===== config.mk =====
export PLATFORM = sky130hd
export DESIGN_NAME = ysyx_22050598_ifu_bht
export DESIGN_NICKNAME = d
export VERILOG_FILES = /design/src/rtl/ysyx_22050598_ifu_bht_pkg.sv /design/src/rtl/ysyx_22050598_sat_cnt2.sv /design/src/rtl/ysyx_22050598_ifu_bht.sv
export SDC_FILE = /design/constraint.sdc
export NUM_CORES = 1
export LEC_CHECK = 0
export BUFFER_PORTS_ARGS = -buffer_cell sky130_fd_sc_hd__buf_2
export CORE_UTILIZATION = 35
export CTS_BUF_LIST = sky130_fd_sc_hd__clkbuf_8 sky130_fd_sc_hd__clkbuf_16
export CTS_CLUSTER_DIAMETER = 120
export DETAILED_ROUTE_END_ITERATION = 6
export GPL_TIMING_DRIVEN = 0
export PLACE_DENSITY_LB_ADDON = 0.25
export SLEW_MARGIN = 5
export SYNTH_ARGS = -nofsm -noshare
export SYNTH_HDL_FRONTEND = slang
export SYNTH_SLANG_ARGS = --single-unit

===== constraint.sdc =====
create_clock -name clk -period 4.3 [get_ports clk]
set_input_delay 0.215 -clock clk [delete_from_list [all_inputs] [get_ports clk]]
set_output_delay 0.215 -clock clk [all_outputs]
set_load 0.01 [all_outputs]

===== src/rtl/ysyx_22050598_ifu_bht_pkg.sv =====
// rtl/ysyx_22050598_ifu_bht_pkg.sv - shared opcodes, counter encodings and immediate decode for the IF branch predictor
package ysyx_22050598_ifu_bht_pkg;

    localparam logic [6:0] OPCODE_JAL    = 7'b1101111;
    localparam logic [6:0] OPCODE_BRANCH = 7'b1100011;

    localparam int         CNT_W = 2;
    localparam logic [1:0] SNT   = 2'b00;
    localparam logic [1:0] WNT   = 2'b01;
    localparam logic [1:0] WT    = 2'b10;
    localparam logic [1:0] ST    = 2'b11;

    // B-type immediate, sign-extended, bit0 forced to zero
    function automatic logic [63:0] bimm(input logic [31:0] inst);
        return {{51{inst[31]}}, inst[31], inst[7], inst[30:25], inst[11:8], 1'b0};
    endfunction

    // J-type immediate, sign-extended, bit0 forced to zero
    function automatic logic [63:0] jimm(input logic [31:0] inst);
        return {{43{inst[31]}}, inst[31], inst[19:12], inst[20], inst[30:21], 1'b0};
    endfunction

endpackage


===== src/rtl/ysyx_22050598_sat_cnt2.sv =====
// rtl/ysyx_22050598_sat_cnt2.sv - 2-bit saturating counter next-state logic
module ysyx_22050598_sat_cnt2
    import ysyx_22050598_ifu_bht_pkg::*;
(
    input  logic [CNT_W-1:0] cnt,
    input  logic             taken,
    output logic [CNT_W-1:0] next_cnt
);

    // move one step toward the outcome, holding at either end
    always_comb begin
        next_cnt = cnt;
        if (taken) begin
            if (cnt != ST) next_cnt = cnt + 2'd1;
        end else begin
            if (cnt != SNT) next_cnt = cnt - 2'd1;
        end
    end

endmodule


===== src/rtl/ysyx_22050598_ifu_bht.sv =====
// rtl/ysyx_22050598_ifu_bht.sv - BHT branch predictor with imm decode; optional gshare via YSYX_22050598_BPU_GSHARE_EN
module ysyx_22050598_ifu_bht
    import ysyx_22050598_ifu_bht_pkg::*;
#(
    parameter int          BHT_DEPTH = 64,
    parameter logic [1:0]  INIT_CNT  = 2'b01,
    parameter int          PERF_W    = 32,
    localparam int         IDX_W     = $clog2(BHT_DEPTH)
) (
    input  logic              clk,
    input  logic              rst_n,
    input  logic [63:0]       if_pc,
    input  logic [31:0]       if_inst,
    output logic [63:0]       bpu_pc_add_op,
    output logic              prdt_taken,
    output logic [IDX_W-1:0]  prdt_idx,
    input  logic              upd_valid,
    input  logic [IDX_W-1:0]  upd_idx,
    input  logic              upd_taken,
    input  logic              upd_mispred,
    output logic [PERF_W-1:0] perf_br_cnt,
    output logic [PERF_W-1:0] perf_mis_cnt
);

    logic [CNT_W-1:0]  bht [BHT_DEPTH];
    logic [CNT_W-1:0]  upd_next;
    logic [IDX_W-1:0]  pc_idx;
    logic [PERF_W-1:0] br_cnt_q;
    logic [PERF_W-1:0] mis_cnt_q;
    logic              is_jal;
    logic              is_bxx;
    logic              unused_pc_bits;

    assign pc_idx         = if_pc[IDX_W+1:2];
    assign unused_pc_bits = ^{if_pc[63:IDX_W+2], if_pc[1:0]};
    assign is_jal         = (if_inst[6:0] == OPCODE_JAL);
    assign is_bxx         = (if_inst[6:0] == OPCODE_BRANCH);

`ifdef YSYX_22050598_BPU_GSHARE_EN
    logic [IDX_W-1:0] ghr;

    // history is shifted only at resolution, so it never needs a wrong-path repair
    always_ff @(posedge clk or negedge rst_n) begin
        if (!rst_n)         ghr <= '0;
        else if (upd_valid) ghr <= {ghr[IDX_W-2:0], upd_taken};
    end

    assign prdt_idx = pc_idx ^ ghr;
`else
    assign prdt_idx = pc_idx;
`endif

    // one shared next-state block: at most one entry trains per cycle
    ysyx_22050598_sat_cnt2 u_sat_cnt2 (
        .cnt      (bht[upd_idx]),
        .taken    (upd_taken),
        .next_cnt (upd_next)
    );

    // counter table in flops so reset returns every entry to INIT_CNT at once
    always_ff @(posedge clk or negedge rst_n) begin
        if (!rst_n) begin
            for (int i = 0; i < BHT_DEPTH; i++) bht[i] <= INIT_CNT;
        end else if (upd_valid) begin
            bht[upd_idx] <= upd_next;
        end
    end

    // resolved / mispredicted branch counters, wrapping freely
    always_ff @(posedge clk or negedge rst_n) begin
        if (!rst_n) begin
            br_cnt_q  <= '0;
            mis_cnt_q <= '0;
        end else if (upd_valid) begin
            br_cnt_q <= br_cnt_q + PERF_W'(1);
            if (upd_mispred) mis_cnt_q <= mis_cnt_q + PERF_W'(1);
        end
    end

    assign perf_br_cnt  = br_cnt_q;
    assign perf_mis_cnt = mis_cnt_q;

    // zero-cycle prediction; reads the pre-update table value with no bypass
    always_comb begin
        prdt_taken    = 1'b0;
        bpu_pc_add_op = 64'd0;
        if (is_jal) begin
            prdt_taken    = 1'b1;
            bpu_pc_add_op = jimm(if_inst);
        end else if (is_bxx) begin
            prdt_taken    = bht[prdt_idx][1];
            bpu_pc_add_op = bimm(if_inst);
        end
    end

endmodule


# Yosys cells after proc, flatten, opt, wreduce, memory -nomap -nowiden
# Cells that the tools add are included.
dict set report word_totals {
  reg_bits 192
  inputBits 107
  out_inout_bits 135
  word_cells 97
}
dict set report op_classes {
  add_sub_neg 4
  n_lt_le_gt_ge 3
  n_eq_ne 3
  mux 16
  bitwise_logic 2
  reduce_logical 3
}
# cell n
set ops {}
lappend ops {{128-bit bitwise mux} 1}
lappend ops {{64-bit 2-to-1 mux} 2}
lappend ops {{32-bit by 1-bit adder with 32-bit output (second input constant)} 2}
lappend ops {{2-bit binary-select mux with 6-bit select} 2}
lappend ops {{2-bit 2-to-1 mux} 8}
lappend ops {{7-bit equality test (second input constant)} 2}
lappend ops {{7-bit >= comparator (second input constant)} 2}
lappend ops {{6-bit inverter with 7-bit output} 2}
lappend ops {{2-bit demux with 6-bit select} 1}
lappend ops {{7-bit by 1-bit less-than comparator with 1-bit output (second input constant)} 1}
lappend ops {{2-bit by 1-bit adder with 2-bit output (second input constant)} 1}
lappend ops {{1-bit 2-to-1 mux} 2}
lappend ops {{2-bit inequality test (second input constant)} 1}
lappend ops {{2-bit AND reduction} 1}
lappend ops {{2-bit nonzero test} 1}
lappend ops {{2-bit by 1-bit subtractor with 2-bit output (second input constant)} 1}
lappend ops {{1-bit logical AND} 1}

# Logic depth before layout (Yosys ltp)
# Gate-level depths: netlist (run 1).
dict set report depth {
  ltp_word 8
  mapped_depth 11
  depth_no_buf 8
}

# Modules after synthesis
# Synthesis (run 1) repeated with hierarchy kept, for this count alone.
dict set report hier_totals {
  cells_unflattened 860
  area_unflattened_um2 10201.0
}
# mod instances cells_per_inst area_each_um2 seq_area_each_um2
set modules_own_cells {}
lappend modules_own_cells {ysyx_22050598_ifu_bht 1 857 10174.8 4884.7}
lappend modules_own_cells {ysyx_22050598_sat_cnt2 1 3 26.3 0.0}

# Worst setup path after synthesis (run 1)
# No wires, ideal clock.
dict set report synth_path {
  path_kind {input-to-output}
  from {input port if_inst[1]}
  to {output port bpu_pc_add_op[21]}
  arrival_ns 3.142
  required_ns 4.085
  path_slack_ns 0.943
  path_stages 5
  n_path_buf 1
  cell_sequence {nand4_1 > nor4_1 > nor2_1 > nor2b_1 > buf_4}
}
dict set report synth_via {
  elab_chain_cells 3
  elab_cells_between_ends 4
  classes_between {2 x eq/ne; 2 x mux}
}
# item line
set synth_rtl {}
lappend synth_rtl {{start: declaration} ysyx_22050598_ifu_bht.sv:13} ;# input logic [31:0] if_inst,
lappend synth_rtl {{7-bit equality test} ysyx_22050598_ifu_bht.sv:37} ;# assign is_bxx = (if_inst[6:0] == OPCODE_BRANCH);
lappend synth_rtl {{64-bit 2-to-1 mux} ysyx_22050598_ifu_bht.sv:90} ;# end else if (is_bxx) begin
lappend synth_rtl {{64-bit 2-to-1 mux (*)} ysyx_22050598_ifu_bht.sv:87} ;# if (is_jal) begin
lappend synth_rtl {{end: declaration} ysyx_22050598_ifu_bht.sv:14} ;# output logic [63:0] bpu_pc_add_op,
# Every way passes the cells marked *; elsewhere a longest branch is shown, timed or not.

# Final worst setup path (run 1)
dict set report layout_path {
  from {input port if_pc[2]}
  to {output port prdt_taken}
}
dict set report layout_via {
  elab_chain_cells 6
}
# item line
set layout_rtl {}
lappend layout_rtl {{start: declaration} ysyx_22050598_ifu_bht.sv:12} ;# input logic [63:0] if_pc,
lappend layout_rtl {{6-bit inverter with 7-bit output (implied by the code)} ysyx_22050598_ifu_bht.sv:91} ;# prdt_taken = bht[prdt_idx][1];
lappend layout_rtl {{2-bit binary-select mux with 6-bit select} ysyx_22050598_ifu_bht.sv:91}
lappend layout_rtl {{2-bit 2-to-1 mux (implied by the code) (2 in series)} ysyx_22050598_ifu_bht.sv:91}
lappend layout_rtl {{1-bit 2-to-1 mux} ysyx_22050598_ifu_bht.sv:90}
lappend layout_rtl {{1-bit 2-to-1 mux} ysyx_22050598_ifu_bht.sv:87}
lappend layout_rtl {{end: declaration} ysyx_22050598_ifu_bht.sv:15} ;# output logic prdt_taken,
# No other way between the ends. The select of a mux whose other input is x is not followed.

==> results.txt, run 1 <==
Outcome: complete, no violations
Power per Cell Area: 408 nW/um^2
Area growth syn-to-layout: 21.0%
Largest net degree at the start of global routing: 104
Row count: 61
Max cap viols: 0
DIE AREA: 29200 um^2
Setup CP Type: in -> out
Buffers on Ports: 177
Primary FF master, synth: dfrtp_1
Cts bufs inserted: 17
Most common cell after layout, fill and taps aside: nand2_1
H-tree depth: 4
Initial antenna violation count: 0
Bufs and invs on worst path: 3
Clk sinks: 192
Flops & latches, synth: 192
All-layer global routing usage: 0.188
Final Hold Fails: 0
Initial Util: 0.358
Worst-path clk slew: 0.07 ns
CP peak stage delay: 0.82 ns
Hold Crit Class: in -> reg
Crit path max-delay family: buffers and inverters
Non-filler cells, final: 1548
Multi-input gate area: 4520 um^2
First-pass GRT wire length: 41200 um
Clk_lat worst skew: 0.45 ns
Final hold slack: 0.0917 ns
Area post-placement: 11400 um^2
Final setup violating endpoints: 0
Layout Nets: 1266
Die height: 171 um
Tot Pwr: 4.93 mW
Post-synth EDFFs: 0
DR pass1 iterations: 5
Worst-margin pin slew: 1.27 ns
Placed Cells: 1515
NetSw: 1.40 mW
RSZ-0062 raised after global routing: false
Register area: 4880 um^2
Routed Antenna Nets: 0
Final instance area: 12100 um^2
YS warnings: 0
Crit path max fanout: 10
Setup bufs post-CTS: 0
Dpl hpwl: 19100 um
Fin. max-slew vios: 0
Most frequent CP cell: mux4_2
Layout fillers: 2786
Type of destination of the critical path: output pin
Fmax: 273 MHz
Gr ovfl total: 0
Diodes inserted: 0
Clk_skew: 0.0126 ns
Post-CTS Resized: 0
Sequential fraction of the synthesis area: 0.489
Syn Std Cell Area: 9990 um^2
Initial drt markers: 526
Startpoint Class: primary input
CTS tree: built
CP max stage cell: buf_1
CP required: 4.09 ns
Asr flop ratio synth: 1.00
Comb pwr share: 0.171
CP Data Arrival Time: 3.45 ns
Post-synthesis net count: 1066
Root Buffer: clkbuf_16
Relative slew slack: 0.152
Clock power frac: 0.357
Final wirelength: 26900 um
Layout cell share with drive strength beyond 1: 0.382
Most frequent cells in the layout: nand2_1 (228), buf_2 (187), dfrtp_1 (128)
Peak supply drop: 0.000283 V
Final worst-path cycle share: 0.852
Int Pwr: 3.53 mW
Leakage: 5.61 nW
Die Width: 171 um
Switching share of power: 0.284
Cells along the critical path: clkbuf_1 -> buf_1 -> mux4_2 -> mux4_2 -> mux2_2 -> nand2_1 -> o21ai_0 -> a21o_1 -> buf_2
# IOs: 242
Post-Syn Area per Cell: 10.4 um^2
Wire length per cell: 17.4 um
Vias: 7707
Gate count after technology mapping: 957
Cell variety after synth: 50
Final min period: 3.66 ns
Reg power frac: 0.472
Vias in the first global route: 7299
Core Box Area: 27900 um^2
Drt drc: 0
GPL Wtd Cong: 0.833
Drt via density: 4.98
Max Root-Sink Buffers: 2
[cell type report]
| type | instances | share of cell area |
|---|---|---|
| Buffer | 93 | 0.0496 |
| Clock inverter | 12 | 0.0148 |
| Timing Repair Buffer | 181 | 0.0788 |
| Clock buffer | 20 | 0.0386 |
| Sequential cell | 192 | 0.404 |
| Multi-Input combinational cell | 670 | 0.374 |
| Tap cell | 378 | 0.0392 |
| Inverter | 2 | 0.000621 |
[cells by family after synthesis]
logic type | Yosys count | share of synthesized area
AND/OR/NAND/NOR | 360 | 0.161
flip-flops | 192 | 0.489
AO/OA/AOI/OAI | 177 | 0.116
buffers and inverters | 95 | 0.0608
multiplexers | 66 | 0.115
XOR/XNOR | 62 | 0.0544
adder cells (fa/ha/maj) | 4 | 0.00463
other | 1 | 0.000375
[layer usage]
metal  wire length, um  global-route usage  vias to the layer above
li1                  -                   -                     3705
met1             12300               0.251                     3717
met2             12300               0.297                      242
met3              1510              0.0363                       43
met4               836              0.0823                        0
met5                 0                   0                        -
[synthesized netlist by cell type, types with 4 or more instances]
library cell	n	area share
a21o_1	9	0.0068
a21oi_1	5	0.0025
a21boi_0	4	0.0030
nor2b_1	11	0.0069
mux4_2	37	0.083
clkbuf_1	22	0.0083
nand4_1	18	0.011
xor2_1	16	0.014
o21ai_2	40	0.035
nand2_1	228	0.086
nand3_1	33	0.017
dfstp_2	64	0.17
o21ai_0	73	0.037
buf_2	11	0.0055
and4_1	5	0.0044
buf_4	51	0.038
nor3_1	7	0.0035
a22oi_1	11	0.0083
mux2i_1	13	0.013
nand3b_1	4	0.0030
a22o_1	5	0.0044
dfrtp_1	128	0.32
nor2_1	25	0.0094
o21ai_1	20	0.010
xnor2_1	46	0.040
mux2_2	16	0.018
and3_1	12	0.0075
buf_6	6	0.0068
[power groups by stage]
stage          combinational, mW  clock [mW]  sequential (mW)
2_1_floorplan              0.545           0             2.32
3_3_place_gp               0.826           0             2.35
3_5_place_dp               0.849           0             2.36
4_1_cts                    0.852        1.79             2.33
5_1_grt                    0.942        1.86             2.36
6_report                   0.843        1.76             2.33
[per-stage QoR]
stage,setup TNS [ns],worst slack [ns],util
after CTS,0,0.576,0.432
after global routing,0,0.388,0.432
final,0,0.638,0.432
after detailed placement,0,0.606,0.409
after floorplan,0,0.943,-
after global placement,-36.26,-0.305,0.406
[worst reg2reg max path, cell delays in order (launching register included)]
cell and delay, ns:
dfstp_2 0.37, mux4_2 0.46, mux2_2 0.29, a22oi_1 0.30, nand4_1 0.19, nor4_1 0.27
maj3_1 0.56, clkbuf_1 0.45, o21ai_0 0.15
[repair_timing]
action / CTS / global route
endpoints found under the setup margin: 0 / 0
hold endpoints to repair: 46 / 0
hold buffers: 1 / 0
[final timing paths]
| check | start | endpoint | slack, ns | depth (start not counted) |
|---|---|---|---|---|
| worst min-delay path | upd_mispred | perf_mis_cnt[2]$_DFFE_PN0P_ | 0.09 | 3 |
| min in group asynchronous | rst_n | bht[57]$_DFFE_PN0P_ | 0.39 | 2 |
| worst max-delay path | if_pc[2] | prdt_taken | 0.64 | 9 |
| worst min register to register | perf_br_cnt[31]$_DFFE_PN0P_ | perf_br_cnt[31]$_DFFE_PN0P_ | 0.46 | 1 |
| max in group asynchronous | rst_n | perf_mis_cnt[3]$_DFFE_PN0P_ | 2.96 | 3 |
| worst max register to register | bht[112]$_DFFE_PN1P_ | bht[11]$_DFFE_PN0P_ | 1.12 | 8 |
[state kept, by name (all words and copies together), names as in the netlist]
name / count
bht: 128
perf_br_cnt: 32
perf_mis_cnt: 32
Note: power is estimated with default switching activity, not from simulation.
==> run 2, diff against run 1 <==
==> constraint.sdc (replaced) <==
create_clock -name clk -period 4.3 [get_ports clk]
set_input_delay 0.43 -clock clk [delete_from_list [all_inputs] [get_ports clk]]
set_output_delay 0.43 -clock clk [all_outputs]
set_load 0.01 [all_outputs]
==> results.txt, run 2 (synthesis results as in run 1) <==
Gr ovfl total: 0
CP Data Arrival Time: 3.33 ns
Final instance area: 12100 um^2
Max Root-Sink Buffers: 2
CP peak stage delay: 0.56 ns
Hold Crit Class: in -> async
Relative slew slack: 0.193
Power per Cell Area: 408 nW/um^2
CP Launch Point: if_pc[2]
Final hold slack: -0.00165 ns
Max reg flops: 128
Final setup violating endpoints: 0
Worst-path clk slew: 0.07 ns
Cts bufs inserted: 17
Crit path max fanout: 10
Final Hold Fails: 3
Root Buffer: clkbuf_16
Fmax: 266 MHz
Crit path max-delay family: multiplexers
Buffers on Ports: 177
Outcome: finished, violations left
Fin. max-slew vios: 0
Clk_lat worst skew: 0.44 ns
DIE AREA: 29200 um^2
Initial Util: 0.358
Worst-margin pin slew: 1.21 ns
Final wirelength: 26900 um
Setup bufs post-CTS: 0
Met3 usage: 0.0363
Most used routing layer: met2
Met1 GRT Util: 0.251
Layout cell share with drive strength beyond 1: 0.383
CP required: 3.87 ns
Peak supply drop: 0.000282 V
Vias: 7731
CP max stage cell: mux4_2
Max cap viols: 0
Tot Pwr: 4.93 mW
Most frequent cells in the layout: nand2_1 (228), buf_2 (187), dfrtp_1 (128)
Fin Setup TNS: 0 ns
Clk_skew: 0.0124 ns
RSZ-0062 raised after global routing: false
Diodes inserted: 0
Clk sinks: 192
Most frequent CP cell: mux4_2
Row count: 61
Final min period: 3.76 ns
# IOs: 242
GR met2 Demand/Resource: 0.297
Drt via density: 5.00
Dpl hpwl: 19100 um
Largest net degree at the start of global routing: 104
Layout fillers: 2786
Cells along the critical path: clkbuf_1 -> clkbuf_2 -> mux4_2 -> mux4_2 -> mux2_2 -> nand2_1 -> o21ai_0 -> a21o_1 -> buf_2
Area growth syn-to-layout: 20.9%
Area post-placement: 11400 um^2
Hold-fix buffers, CTS: 0
Die height: 171 um
Bufs and invs on worst path: 3
Routed Antenna Nets: 0
CTS tree: built
Type of destination of the critical path: output pin
H-tree depth: 4
Setup CP Type: in -> out
Leakage: 5.61 nW
DR pass1 iterations: 5
Wire length per cell: 17.4 um
All-layer global routing usage: 0.188
GPL Wtd Cong: 0.833
Drt drc: 0
Vias in the first global route: 7293
Layout Nets: 1265
Most common cell after layout, fill and taps aside: nand2_1
Critical R2R Launch: bht[112]$_DFFE_PN1P_
Die Width: 171 um
Final worst-path cycle share: 0.874
Top reg by flops: bht
Violated checks: hold timing
Startpoint Class: primary input
Initial drt markers: 503
Initial antenna violation count: 0
First-pass GRT wire length: 41200 um
Core Box Area: 27900 um^2
[run 2: changes by cell type in the layout (fill, tap and decap cells not counted), sizes merged]
cell / change
clkbuf: +1
buf: -1
dlygate4sd3: -1
[run 2: repair_timing]
item	in CTS	in global routing
resized for setup	0	2
hold endpoints to repair	0	0
setup endpoints to repair	0	1
[run 2: worst paths after layout]
path | to | slack, ns | cells after the start
setup reg to reg | bht[11]$_DFFE_PN0P_ | 1.13 | 8
hold reg to reg | perf_br_cnt[31]$_DFFE_PN0P_ | 0.46 | 1
max in group asynchronous | perf_br_cnt[9]$_DFFE_PN0P_ | 3.34 | 2
min in group clk | perf_mis_cnt[2]$_DFFE_PN0P_ | 0.32 | 3
hold / removal | bht[57]$_DFFE_PN0P_ | -0.002 | 1
setup / recovery | prdt_taken | 0.54 | 9
[run 2: routing by layer]
layer | vias to the layer above | wire (um)
li1 | 3701 | -
met1 | 3722 | 12300
met2 | 263 | 12300
met3 | 45 | 1500
met4 | 0 | 827
met5 | - | 0
[run 2: final cells by class]
cell class,instances,area (um^2),area share
flip-flops and latches,192,4880,0.405
multi-input cells,670,4520,0.374
well taps,378,473,0.0392
repair buffers,180,942,0.0780
clock inverters,12,179,0.0148
inverters,2,7.51,0.000622
plain buffers,93,601,0.0498
clock buffers,20,467,0.0387
[run 2: report_power, final]
group | total, mW | leakage [nW] | switching [mW] | internal (mW)
sequential | 2.33 | 2.41 | 0.200 | 2.13
clock | 1.76 | 0.321 | 0.734 | 1.03
combinational | 0.843 | 2.88 | 0.464 | 0.380
[run 2: metrics by stage]
stage                     setup slack [ns]  instances  utilization
after floorplan                      0.513        957            -
after global placement              -0.520       1512        0.406
after detailed placement             0.176       1515        0.409
after CTS                            0.146       1547        0.432
after global routing                 0.341       1547        0.432
final                                0.540       1547        0.432
